`config.mk`:
```
export PLATFORM = sky130hd
export DESIGN_NAME = ir_fetch_sequencer
export DESIGN_NICKNAME = d
export VERILOG_FILES = /design/src/rtl/ir_fetch_sequencer_pkg.sv /design/src/rtl/ir_fetch_sequencer_lat_counter.sv /design/src/rtl/ir_fetch_sequencer.sv
export SDC_FILE = /design/constraint.sdc
export NUM_CORES = 1
export LEC_CHECK = 0
export CAP_MARGIN = 10
export CORE_ASPECT_RATIO = 1.2
export CORE_MARGIN = 4
export CORE_UTILIZATION = 38
export CTS_BUF_LIST = sky130_fd_sc_hd__clkbuf_8
export CTS_CLUSTER_DIAMETER = 200
export CTS_CLUSTER_SIZE = 20
export DETAILED_ROUTE_END_ITERATION = 10
export MAX_ROUTING_LAYER = met4
export PLACE_DENSITY = 0.7
export RECOVER_POWER = 25
export SLEW_MARGIN = 5
export SYNTH_ARGS = -nofsm -noshare
export SYNTH_HDL_FRONTEND = slang
export SYNTH_SLANG_ARGS = --single-unit
```
`constraint.sdc`:
```
create_clock -name clk -period 1.6 [get_ports clk]
set_input_delay 0.16 -clock clk [delete_from_list [all_inputs] [get_ports clk]]
set_output_delay 0.16 -clock clk [all_outputs]
set_load 0.01 [all_outputs]
```
`src/rtl/ir_fetch_sequencer_pkg.sv`:
```
// Shared types and defaults for the instruction-fetch sequencer.
package ir_fetch_sequencer_pkg;

  typedef enum logic [2:0] {
    S_IDLE,
    S_ADDR,
    S_WAIT,
    S_LOAD,
    S_HALTED
  } state_e;

  localparam int                  PC_W_DEF      = 16;
  localparam logic [PC_W_DEF-1:0] RESET_VEC_DEF = '0;
  localparam int                  LAT_W         = 4;

  function automatic logic is_busy(input state_e s);
    return (s == S_ADDR) || (s == S_WAIT) || (s == S_LOAD);
  endfunction

endpackage

```
`src/rtl/ir_fetch_sequencer_lat_counter.sv`:
```
// Loadable down-counter that paces the memory read latency of each fetch.
module ir_fetch_sequencer_lat_counter
  import ir_fetch_sequencer_pkg::*;
#(
  parameter int W = LAT_W
) (
  input  logic         clk,
  input  logic         rstn,
  input  logic         load_i,
  input  logic [W-1:0] load_val_i,
  input  logic         dec_i,
  output logic [W-1:0] count_o,
  output logic         zero_o
);

  logic [W-1:0] cnt_q, cnt_d;

  always_comb begin
    cnt_d = cnt_q;
    if (load_i) begin
      cnt_d = load_val_i;
    end else if (dec_i && (cnt_q != '0)) begin
      cnt_d = cnt_q - 1'b1;
    end
  end

  always_ff @(posedge clk) begin
    if (!rstn) begin
      cnt_q <= '0;
    end else begin
      cnt_q <= cnt_d;
    end
  end

  assign count_o = cnt_q;
  assign zero_o  = (cnt_q == '0);

endmodule

```
`src/rtl/ir_fetch_sequencer.sv`:
```
// Autonomous instruction-fetch initiator: drives program_counter and the loadIR strobe,
// pacing each fetch to MEM_LAT and honouring halt/branch/stall requests.
module ir_fetch_sequencer
  import ir_fetch_sequencer_pkg::*;
#(
  parameter int              PC_W      = PC_W_DEF,
  parameter logic [PC_W-1:0] RESET_VEC = PC_W'(RESET_VEC_DEF),
  parameter int              MEM_LAT   = 1,
  parameter int              CNT_W     = 16
) (
  input  logic             clk,
  input  logic             rstn,
  input  logic             en,
  input  logic             stall,
  input  logic             branch_valid,
  input  logic [PC_W-1:0]  branch_target,
  input  logic             halt,
  output logic [PC_W-1:0]  program_counter,
  output logic             loadIR,
  output logic             busy,
  output logic             halted,
  output logic [CNT_W-1:0] fetch_count
);

  localparam logic [LAT_W-1:0] LAT_INIT = LAT_W'(MEM_LAT);

  state_e              state_q, state_d;
  logic [PC_W-1:0]     pc_q, pc_d;
  logic [CNT_W-1:0]    cnt_q, cnt_d;
  logic                load_q, busy_q, halted_q;
  logic                wait_load, wait_dec, wait_zero;
  logic [LAT_W-1:0]    wait_cnt;

  ir_fetch_sequencer_lat_counter #(
    .W(LAT_W)
  ) u_lat (
    .clk       (clk),
    .rstn      (rstn),
    .load_i    (wait_load),
    .load_val_i(LAT_INIT),
    .dec_i     (wait_dec),
    .count_o   (wait_cnt),
    .zero_o    (wait_zero)
  );

  always_comb begin
    state_d   = state_q;
    pc_d      = pc_q;
    cnt_d     = cnt_q;
    wait_load = 1'b0;
    wait_dec  = 1'b0;
    case (state_q)
      S_IDLE, S_ADDR, S_WAIT: begin
        if (halt) begin
          state_d = S_HALTED;
        end else if (branch_valid) begin
          pc_d    = branch_target;
          state_d = S_ADDR;
        end else if (state_q == S_IDLE) begin
          if (en) state_d = S_ADDR;
        end else if (!stall) begin
          if (state_q == S_ADDR) begin
            wait_load = 1'b1;
            state_d   = S_WAIT;
          end else begin
            wait_dec = 1'b1;
            // An empty counter also releases WAIT so a zero latency cannot lock up.
            if ((wait_cnt == LAT_W'(1)) || wait_zero) state_d = S_LOAD;
          end
        end
      end
      S_LOAD: begin
        cnt_d = cnt_q + 1'b1;
        if (halt) begin
          state_d = S_HALTED;
        end else begin
          pc_d    = branch_valid ? branch_target : pc_q + 1'b1;
          state_d = en ? S_ADDR : S_IDLE;
        end
      end
      S_HALTED: state_d = S_HALTED;
      default:  state_d = S_IDLE;
    endcase
  end

  // Status outputs are registered from the next state so they line up with state_q.
  always_ff @(posedge clk) begin
    if (!rstn) begin
      state_q  <= S_IDLE;
      pc_q     <= RESET_VEC;
      cnt_q    <= '0;
      load_q   <= 1'b0;
      busy_q   <= 1'b0;
      halted_q <= 1'b0;
    end else begin
      state_q  <= state_d;
      pc_q     <= pc_d;
      cnt_q    <= cnt_d;
      load_q   <= (state_d == S_LOAD);
      busy_q   <= is_busy(state_d);
      halted_q <= (state_d == S_HALTED);
    end
  end

  assign program_counter = pc_q;
  assign loadIR          = load_q;
  assign busy            = busy_q;
  assign halted          = halted_q;
  assign fetch_count     = cnt_q;

endmodule

```
==> run summary, run 1 <==
In this run the mean area of a mapped cell was 8.43 um^2. The min-delay analysis places its worst path in the category primary input to register. Once the clock tree was built, the setup fixing pass inserted 0 buffers. The largest vdd supply drop is 0.285 mV. The total iterations of the first detailed-routing run is 4.

The die area is 7590 um^2. The clock drives 42 sinks. Counting cells, the worst reg-to-reg path comes to 5. The number of global-route vias before repair is 2378. In this run the vertical extent of the chip is 94.6 um.

Summed over all failing endpoints, the final setup total negative slack is -0.00438 ns. The hold violation count in the final report was 0. The power density relative to cell area is between 600 and 700 nW/um^2. The worst setup path is launched from a register. The initial cell density of the core came out at 0.393. The cell-internal power is 1.58 mW. The worst endpoint required time is 1.80 ns. The met1 wire length came out at 3110 um.

By startpoint and endpoint, the worst setup path is classified as register to register. The fraction of the mapped netlist area in compound gates is 0.136. The fraction of final layout cells with drive strength greater than 1 is 0.247. The die span in x came out at 80.2 um.

The simple-gate share of the synthesized area is 0.346. The gate count of the mapped netlist came out at 282. The net count after synthesis is slightly above 300.

The design area is approximately 3500 um^2. The count of antenna diodes in the layout is 0. Leaving out fill and tap cells, the most frequent cell in the layout is sky130_fd_sc_hd__clkdlybuf4s50_1.

The clock-pin slew reported for the worst setup and hold paths after clock tree synthesis came out at approximately 0.08 ns. Of the total power, the share spent switching nets is 0.273. The combinational family with the most area after synthesis is simple AND/OR/NAND/NOR gates. The slew at the pin with the worst max-slew slack came out at 0.393 ns. Synthesis instantiated 57 different standard cells from the library. The count of buffers from port buffering is 56. The clock tree from TritonCTS is yes. The detailed route wirelength on metal2 came out at approximately 3200 um. For this run, the post-layout net count is 407.

The fraction of registers with async set or reset after synthesis is 0. The post-synthesis share of cell area spent on full adders, half adders and majority gates is 0.0263. The category of the worst setup path capture point is a register. The post-synthesis register bit count came out at 42. The detailed placer's ending HPWL is 4980 um.

The peak fanout along the critical path came out at 7. The placeable core region came out at 6050 um^2. In the synthesized netlist the dominant register cell turns out to be sky130_fd_sc_hd__dfxtp_1.

Routability-driven placement finished with a final weighted congestion of 0.813. The synthesis warning total is 0. The cell at the root of the clock tree is sky130_fd_sc_hd__clkbuf_8. Using the TritonRoute via totals, the vias-per-cell ratio works out to about 5.4. The cell depth of the worst min-delay path came out at 3. The top cell types in the final layout, fill and taps aside, are 56 x sky130_fd_sc_hd__clkdlybuf4s50_1, 49 x sky130_fd_sc_hd__buf_4, 34 x sky130_fd_sc_hd__dfxtp_1, 31 x sky130_fd_sc_hd__nand2_1, 24 x sky130_fd_sc_hd__nor2_1.

The largest net degree at the start of global routing is 16. The post-route DRC violation count is 0. The site row count came out at 31. The clock skew after layout came out at between 0.008 and 0.009 ns. The detailed router used layers up to and including met4. The number of antenna violations at the first check in global routing came out at 0.

The routed via count came out at 2496. The static power due to leakage is 1.34 nW. Summed over all layers, the routed wires come to roughly 6800 um.

The post-placement cell area is between 3000 and 4000 um^2. In the finished design, the share of the clock period the worst path needs comes to 1.00. Measured against its own limit, the worst slew margin works out to 0.735. The share of total power dissipated in the clock network is 0.321. Setup slack on the critical path of the routed design comes to -0.00438 ns. The number of buffers on the longest clock path is 2. The wire length of the first global-routing pass came out at 11000 um. The share of total power dissipated in sequential elements is 0.511. Measured on the finished design, the core utilization comes to 0.584. The switching power is between 0.5 and 0.6 mW. The flow ran to the end, but the final reports show violations. The count of maximum capacitance violations is 0.

The final critical path time including I/O delays and setup came out at 1.60 ns. The initial DRC count is about 110. The synthesized netlist occupies a cell area of around 2400 um^2.

The sum of met3 wire segment lengths after detailed routing came out at 317 um. The worst hold slack across all endpoints is 0.435 ns. The maximum operating frequency is 623 MHz. The count of pins over their slew limit is 0. The synthesis-to-layout area growth came out at 48.6%. The sequential element share of the synthesized area came out at 0.354. The signal arrival time at the worst endpoint came out at 1.80 ns. The average wire per standard cell came out at 14.6 um. Setup repair after global routing could not meet its margin everywhere. The clock tree synthesis step divided the H-tree into 2 levels. In this run, synthesis inferred 0 flip-flops with an integrated enable. The all-layer global routing usage is 0.188. The combinational share of power came out at 0.168. Clock tree synthesis inserted a total of 5 buffers.

The parity-gate share of the synthesized area counting xor and xnor cells is 0.0405. Setup violations remaining at the end of the flow were counted as 1. The I/O pin count is 57. The total global routing overflow came out at 0.

The source-to-sink clock delay at the later pin of the worst-skew pair is 0.30 ns. The checks that failed: negative setup slack. The multiplexer share of the synthesized area is 0.0469. The detail route stage leaves a number of antenna-violating nets equal to 0.
-- layout make-up --
type / count / area [um^2]
fill: 546 / 2520
multi-input combinational: 218 / 1520
timing repair buffer: 106 / 940
sequential: 42 / 851
tap: 82 / 103
clock buffer: 5 / 68.8
inverter: 7 / 28.8
clock inverter: 3 / 17.5
-- metrics by stage --
step                power, mW  setup slack (ns)  std cells
finish                   2.17          -0.00438        463
global route             2.26           -0.0781        463
CTS                      2.16           0.00233        463
detailed placement       1.47            -0.144        455
global placement         1.47            -0.107        455
floorplan                1.28           0.00456        282
-- worst paths after layout --
kind | start | endpoint | slack (ns)
worst max register to register | program_counter[1] | program_counter[14] | -0.004
worst min register to register | fetch_count[15] | fetch_count[15] | 0.48
worst max-delay path | program_counter[1] | program_counter[14] | -0.004
worst min-delay path | branch_target[1] | program_counter[1] | 0.44
-- synthesized netlist by cell type (all sizes together) (6+ instances only) --
master	n	share of area
nand2	32	0.052
dfxtp	42	0.35
nor3	9	0.019
nor2	25	0.039
nand2b	7	0.018
nand4	13	0.034
a21oi	19	0.040
xnor2	6	0.022
mux2i	10	0.042
nor4	12	0.041
o21ai	13	0.027
nand3	12	0.027
buf	10	0.031
inv	7	0.011
-- sequential cells by signal, indices dropped and copies added (netlist names) --
signal / cells
fetch_count: 16
program_counter: 16
u_lat.count_o: 4
state_q: 3
busy: 1
halted: 1
loadIR: 1
-- worst max-delay path, cell delays in order, from the launching register on --
cell and delay (ns):
sky130_fd_sc_hd__dfxtp_2 0.36, sky130_fd_sc_hd__ha_4 0.13, sky130_fd_sc_hd__nand4_1 0.29, sky130_fd_sc_hd__nor4_2 0.41, sky130_fd_sc_hd__mux2i_1 0.22, sky130_fd_sc_hd__a21oi_1 0.08
-- layer usage --
metal  global-route usage  vias to the layer above
met1                0.241                     1176
met3               0.0315                       11
met4               0.0789                        0
li1                     -                     1235
met5                    -                        -
met2                0.293                       74
-- timing repair --
item / in CTS / in global routing
resized for setup: 3 / 28
setup endpoints to repair: 2 / 25
pin swaps: 0 / 9
hold buffers: 0 / 0
-- power groups by stage --
stage                     logic [mW]  registers (mW)  clock network [mW]
after floorplan                0.134            1.14                   0
after global placement         0.344            1.13                   0
after detailed placement       0.347            1.13                   0
after global routing           0.396            1.11               0.754
after CTS                      0.349            1.10               0.706
final                          0.364            1.11               0.697
-- logic make-up (layout without fill, tap and decap cells) --
| logic type | count (synthesis) | in the layout |
|---|---|---|
| adders and majority gates | 5 | 5 |
| muxes | 11 | 11 |
| buffers and inverters | 22 | 121 |
| AOI/OAI and AO/OA | 53 | 53 |
| xor gates and xnor gates | 11 | 11 |
| DFF | 42 | 42 |
| and+or+nand+nor | 138 | 138 |
(Power assumes the default switching activity.)
==> run 2: changes to the inputs <==
--- a/config.mk
+++ b/config.mk
@@ -20,3 +20,4 @@
 export SYNTH_ARGS = -nofsm -noshare
 export SYNTH_HDL_FRONTEND = slang
 export SYNTH_SLANG_ARGS = --single-unit
+export TNS_END_PERCENT = 30
==> run 2 against run 1 <==
Against the previous run: the flow still finishes with violations (negative setup slack); critical path depth stayed put; hold slack improved by 0.00072 ns; cell count is the same; register-to-register slack about the same; first-iteration DRC count grew 1.8%; sequential power barely moved; total power is 0.18% lower; routed wire length decreased by 0.47%; non-clock buffer count unchanged; utilization down 0.37 points; cell area shrank 0.64%; sequential cell count unchanged; largest cell class unchanged.
==> run summary, run 2 (synthesis gave the netlist of run 1 again) <==
The site row count is 31 (unchanged). The count of antenna diodes in the layout was 0 (unchanged). Violations in the final reports: negative setup slack (unchanged). The detailed route wirelength on metal2 was 3190 um (was 3210 um). The static power due to leakage came out at 1.34 nW (about the same). The worst stage delay on the critical path came out at 0.41 ns (about the same).

The clock-pin slew reported for the worst setup and hold paths after clock tree synthesis is 0.08 ns (about the same). The number of antenna violations at the first check in global routing came out at 0 (unchanged). The signal arrival time at the worst endpoint was 1.80 ns (about the same). The total length of routed wires came out at 6750 um (was 6780 um). The slew at the pin with the worst max-slew slack came out at 0.398 ns (was 0.393 ns). The power after layout came out at 2.17 mW (about the same).

The sum of met3 wire segment lengths after detailed routing was 318 um (was 317 um). The peak fanout along the critical path came to 7 (unchanged). The total global routing overflow is 0 (unchanged). The largest vdd supply drop is 0.288 mV (was 0.285 mV). The initial cell density of the core is 0.393 (unchanged). The category of the worst setup path capture point is a register (unchanged). The fraction of final layout cells with drive strength greater than 1 came out at 0.244 (was 0.247). The end point of the critical path was program_counter[14] (unchanged). The worst setup slack after layout came out at -0.00181 ns (was -0.00438 ns).

The placeable core region is 6050 um^2 (unchanged). The wire length of the first global-routing pass is 11000 um (unchanged). The number of buffers inserted to repair setup after CTS came out at 0 (unchanged). The count of endpoints failing setup in the final report is 1 (unchanged). The buffer and inverter count on the worst path was 0 (unchanged). The CTS buffer count came out at 5 (unchanged). The source-to-sink clock delay at the later pin of the worst-skew pair came to 0.30 ns (about the same). The net total in the final layout is 407 (unchanged).

The initial DRC count is 114 (was 112). Setup repair after global routing missed its margin: yes (unchanged). The average wire per standard cell came out at 14.6 um (about the same). The kind of path behind the tightest hold check is primary input to register (unchanged). The startpoint of the lowest-slack register-to-register path is program_counter[1] (unchanged). The count of pins over their slew limit is 0 (unchanged). Commonest non-fill, non-tap cells in the layout: 56 x sky130_fd_sc_hd__clkdlybuf4s50_1, 49 x sky130_fd_sc_hd__buf_4, 34 x sky130_fd_sc_hd__dfxtp_1, 31 x sky130_fd_sc_hd__nand2_1, 24 x sky130_fd_sc_hd__nor2_1 (unchanged). The most common cell after layout, fill and taps aside is sky130_fd_sc_hd__clkdlybuf4s50_1 (unchanged). The count of maximum capacitance violations is 0 (unchanged). The die area came out at 7590 um^2 (unchanged).

The I/O pin count is 57 (unchanged). The portion of the clock cycle consumed by the worst path in the final layout is 1.00 (about the same). The met1 wire length is 3100 um (was 3110 um). The setup slack on the worst flop-to-flop path was -0.002 ns (was -0.004 ns). The number of buffers on the longest clock path came out at 2 (unchanged). The all-layer global routing usage came to 0.188 (unchanged). The synthesis-to-layout area growth came to 47.7% (was 48.6%). The worst endpoint required time is 1.79 ns (was 1.80 ns). The cell depth of the worst setup path came to 5 (unchanged). The endpoint of the worst register-to-register path is program_counter[14] (unchanged). The worst reg-to-reg path cell count came out at 5 (unchanged).

The nature of the critical path startpoint is a register (unchanged). The final critical path time including I/O delays and setup is 1.60 ns (about the same). The final weighted congestion in routability-driven placement is 0.813 (unchanged). The die boundary height was 94.6 um (unchanged). The highest routing layer actually used is met4 (unchanged). The power density relative to cell area is 617 nW/um^2 (was 614 nW/um^2). The count of buffers from port buffering is 56 (unchanged). The post-route DRC violation count is 0 (unchanged). The cell family contributing the most delay on the critical path is simple AND/OR/NAND/NOR gates (unchanged). The cell with the biggest individual delay on the critical path is sky130_fd_sc_hd__nor4_2 (unchanged). The max-slew headroom at the worst pin is 0.732 (was 0.735).

The worst hold slack across all endpoints was 0.436 ns (was 0.435 ns). The maximum operating frequency is 624 MHz (was 623 MHz). Cell Chain, Critical Path: ha_4, nand4_1, nor4_2, mux2i_1, a21oi_1 (unchanged).

The die span in x is 80.2 um (unchanged). The H-tree depth came out at 2 (unchanged). The routed via count came to 2478 (was 2496). The total iterations of the first detailed-routing run is 4 (unchanged). The detailed placer's ending HPWL is 4980 um (unchanged). The cell at the root of the clock tree is sky130_fd_sc_hd__clkbuf_8 (unchanged). The path type of the worst setup path is register to register (unchanged). The CTS sink count was 42 (unchanged). The number of nets with antenna violations after routing is 0 (unchanged). The clock tree from TritonCTS was yes (unchanged). The clock skew after layout came to 0.00892 ns (was 0.00852 ns). The largest net degree at the start of global routing is 16 (unchanged).

The critical path launch point is program_counter[1] (unchanged). The via-per-instance ratio is 5.35 (was 5.39). Outcome: complete, but fails checks (unchanged). The hold violation count in the final report is 0 (unchanged). The number of global-route vias before repair came out at 2378 (unchanged).
-- run 2: cell counts in the layout (fill, tap and decap cells not counted) --
Identical to the previous run, type by type.
-- run 2: tightest hold or removal path, cell delays in order --
cell                              delay (ns)
sky130_fd_sc_hd__clkdlybuf4s50_1        0.41
sky130_fd_sc_hd__nand2_1                0.06
sky130_fd_sc_hd__a311oi_1               0.08
-- run 2: worst min path at each step --
stage	start	cells after the start	end
floorplan	branch_target[11]	2	program_counter[11]
global placement	fetch_count[15]	2	fetch_count[15]
detailed placement	fetch_count[15]	2	fetch_count[15]
CTS	branch_target[1]	3	program_counter[1]
global route	branch_target[1]	3	program_counter[1]
finish	branch_target[1]	3	program_counter[1]
-- run 2: metal layers --
metal | vias to the layer above | global-route usage
met5 | - | -
met4 | 0 | 0.0789
met3 | 11 | 0.0315
met2 | 73 | 0.293
met1 | 1160 | 0.241
li1 | 1234 | -
-- run 2: report_power, final --
group | switching [mW] | internal [mW] | total [mW]
sequential | 0.0323 | 1.08 | 1.11
clock | 0.393 | 0.302 | 0.695
combinational | 0.163 | 0.199 | 0.363
-- run 2: timing repair --
item,4_1_cts,5_1_grt
setup endpoints to repair,2,25
resized for setup,3,24
pin swaps,0,9
hold buffers,0,0
-- run 2: cell type report --
type	count	area (um^2)
fillers	554	2540
multi-input cells	218	1500
inverters	7	26.3
flip-flops and latches	42	851
repair buffers	106	940
clock buffers	5	68.8
clock inverters	3	17.5
well taps	82	103
-- run 2: through the flow --
stage	area (um^2)	worst slack, ns	util	cells	setup TNS [ns]
final	3510	-0.00181	0.580	463	-0.00181
after global routing	3510	-0.0781	0.580	463	-0.163
after CTS	3420	0.00233	0.565	463	0
after detailed placement	3330	-0.144	0.550	455	-0.954
after global placement	3330	-0.107	0.550	455	-0.716
after floorplan	2380	0.00456	-	282	0
==> run 3: changes to the inputs <==
--- a/config.mk
+++ b/config.mk
@@ -9,7 +9,6 @@
 export CORE_ASPECT_RATIO = 1.2
 export CORE_MARGIN = 4
 export CORE_UTILIZATION = 38
-export CTS_BUF_LIST = sky130_fd_sc_hd__clkbuf_8
 export CTS_CLUSTER_DIAMETER = 200
 export CTS_CLUSTER_SIZE = 20
 export DETAILED_ROUTE_END_ITERATION = 10
==> run 3 against run 2 <==
Against the previous run: the run now ends clean; hold slack better by 0.0044 ns; non-clock buffer count stayed put; die area stayed put; routed wire length is 1.0% lower; global-route usage stayed put; setup slack better by 0.013 ns; utilization hardly changed; first-iteration DRC count is 28% higher; critical path depth stayed put; highest routed layer unchanged.
==> run summary, run 3 (synthesis gave the netlist of run 1 again) <==
Outcome: completed (was complete, but fails checks). The met1 wire length came to 3040 um (was 3100 um). The count of fill cells added during filler insertion came out at 555 (was 554). The detailed route wirelength on metal2 is 3210 um (was 3190 um). The category of the worst setup path capture point is a register (unchanged). The count of maximum capacitance violations is 0 (unchanged). The synthesis-to-layout area growth came out at 47.6% (was 47.7%). The peak fanout along the critical path is 7 (unchanged).

The die span in x was 80.2 um (unchanged). The H-tree depth came out at 2 (unchanged). The fraction of final layout cells with drive strength greater than 1 came out at 0.241 (was 0.244). The total iterations of the first detailed-routing run is 4 (unchanged). Setup repair after global routing missed its margin: yes (unchanged).

The cell depth of the worst min-delay path was 3 (unchanged). The clock tree from TritonCTS is yes (unchanged). The number of buffers inserted to repair setup after CTS is 0 (unchanged).

The fraction of power spent switching nets is 0.269 (was 0.272). The number of antenna violations at the first check in global routing is 0 (unchanged). The worst endpoint required time came out at 1.79 ns (about the same). The net total in the final layout is 407 (unchanged). The total global routing overflow came to 0 (unchanged). The fraction of power consumed by the clock network is 0.322 (was 0.321). The cell at the root of the clock tree is sky130_fd_sc_hd__clkbuf_8 (unchanged). The combinational share of power came to 0.167 (about the same). The maximum operating frequency is 629 MHz (was 624 MHz). The average wire per standard cell is 14.4 um (was 14.6 um). The instance count after placement with tap cells included is 455 (unchanged). The count of endpoints failing setup in the final report came out at 0 (was 1).

The worst reg-to-reg path cell count is 5 (unchanged). The count of buffers from port buffering is 56 (unchanged). The die area is 7590 um^2 (unchanged).

The initial DRC count came out at 146 (was 114). The worst slack after detailed placement is -0.144 ns (unchanged). The most common cell after layout, fill and taps aside is sky130_fd_sc_hd__clkdlybuf4s50_1 (unchanged). The number of nets with antenna violations after routing is 0 (unchanged).

The post-route DRC violation count is 0 (unchanged). The area of the multi-input gates was 1500 um^2 (about the same). The path type of the worst setup path is register to register (unchanged).

The count of antenna diodes in the layout is 0 (unchanged). The detailed placer's ending HPWL is 4980 um (unchanged). The slew at the pin with the worst max-slew slack is 0.390 ns (was 0.398 ns). The switching power came to 0.583 mW (was 0.588 mW).

The via-per-instance ratio was 5.31 (was 5.35). The number of buffers on the longest clock path came to 2 (unchanged). The final critical path time including I/O delays and setup is 1.59 ns (was 1.60 ns).

The final weighted congestion in routability-driven placement came out at 0.813 (unchanged). The cell-internal power came to 1.58 mW (about the same). The highest routing layer actually used was met4 (unchanged). The number of global-route vias before repair is 2378 (unchanged).

The placeable core region is 6050 um^2 (unchanged). The total length of routed wires is 6680 um (was 6750 um). The portion of the clock cycle consumed by the worst path in the final layout is 0.993 (was 1.00). The initial cell density of the core came out at 0.393 (unchanged). The static power due to leakage is 1.34 nW (about the same).

The wire length of the first global-routing pass is 11000 um (unchanged). The count of pins over their slew limit came out at 0 (unchanged). The footprint of the flip-flops and latches is 851 um^2 (unchanged). The max-slew headroom at the worst pin is 0.737 (was 0.732). The signal arrival time at the worst endpoint came out at 1.78 ns (was 1.80 ns). The largest net degree at the start of global routing is 16 (unchanged).

The share of the core filled with cells in the final layout is 0.579 (was 0.580). The clock skew after layout is 0.00927 ns (was 0.00892 ns). The nature of the critical path startpoint is a register (unchanged).

The worst setup slack after layout is 0.0113 ns (was -0.00181 ns). The CTS sink count is 42 (unchanged). The post-layout instance count excluding filler cells is 463 (unchanged).

The largest vdd supply drop came to 0.290 mV (was 0.288 mV). The clock-pin slew reported for the worst setup and hold paths after clock tree synthesis is 0.08 ns (about the same). The routed via count was 2457 (was 2478).

The power after layout is 2.17 mW (about the same). The source-to-sink clock delay at the later pin of the worst-skew pair came to 0.30 ns (about the same). The kind of path behind the tightest hold check is primary input to register (unchanged).

The die boundary height is 94.6 um (unchanged). The I/O pin count came out at 57 (unchanged). The part of the total power dissipated in sequential elements is 0.512 (about the same).

The CTS buffer count is 5 (unchanged). The all-layer global routing usage was 0.188 (unchanged). Commonest non-fill, non-tap cells in the layout: 56 x sky130_fd_sc_hd__clkdlybuf4s50_1, 49 x sky130_fd_sc_hd__buf_4, 34 x sky130_fd_sc_hd__dfxtp_1, 31 x sky130_fd_sc_hd__nand2_1, 25 x sky130_fd_sc_hd__nor2_1 (was 56 x sky130_fd_sc_hd__clkdlybuf4s50_1, 49 x sky130_fd_sc_hd__buf_4, 34 x sky130_fd_sc_hd__dfxtp_1, 31 x sky130_fd_sc_hd__nand2_1, 24 x sky130_fd_sc_hd__nor2_1). The power density relative to cell area came out at 618 nW/um^2 (was 617 nW/um^2). The hold violation count in the final report is 0 (unchanged). The sum of met3 wire segment lengths after detailed routing is 289 um (was 318 um).

The site row count came out at 31 (unchanged).
-- run 3: changes by cell type in the layout (fill, tap and decap cells not counted), sizes merged --
| cell | previous run | this run |
|---|---|---|
| clkbuf | 5 | 6 |
| inv | 8 | 7 |
-- run 3: timing repair --
item	CTS	global route
pin swaps	0	9
hold buffers	0	0
setup endpoints to repair	2	25
resized for setup	3	22
-- run 3: through the flow --
step / cell area [um^2] / hold slack [ns] / TNS [ns]
after CTS: 3420 / 0.443 / 0
final: 3510 / 0.440 / 0
after floorplan: 2380 / 0.314 / 0
after global routing: 3510 / 0.452 / -0.180
after global placement: 3330 / 0.454 / -0.716
after detailed placement: 3330 / 0.474 / -0.954
-- run 3: layer usage --
metal	vias up	track usage
li1	1231	-
met1	1141	0.241
met2	74	0.293
met3	11	0.0315
met4	0	0.0789
met5	-	-
-- run 3: layout make-up --
cell class                 instances  area share
multi-input combinational        218       0.428
clock inverter                     2     0.00393
tap                               82      0.0293
clock buffer                       6      0.0207
sequential                        42       0.243
inverter                           7     0.00749
timing repair buffer             106       0.268
-- run 3: worst max-delay path, stage by stage, from the launching register on --
cell,delay [ns]
sky130_fd_sc_hd__dfxtp_2,0.36
sky130_fd_sc_hd__ha_4,0.13
sky130_fd_sc_hd__nand4_1,0.28
sky130_fd_sc_hd__nor4_2,0.41
sky130_fd_sc_hd__mux2i_1,0.22
sky130_fd_sc_hd__a21oi_1,0.08
-- run 3: path summary, 6_finish.rpt --
path                      start                  end  slack, ns
max reg2reg  program_counter[1]  program_counter[14]       0.01
max          program_counter[1]  program_counter[14]       0.01
min reg2reg     fetch_count[15]      fetch_count[15]       0.48
min            branch_target[1]   program_counter[1]       0.44
-- run 3: power groups by stage --
stage	clock [mW]	sequential, mW	combinational, mW
floorplan	0	1.14	0.134
global placement	0	1.13	0.344
CTS	0.712	1.10	0.349
detailed placement	0	1.13	0.347
finish	0.697	1.11	0.361
global route	0.760	1.11	0.394
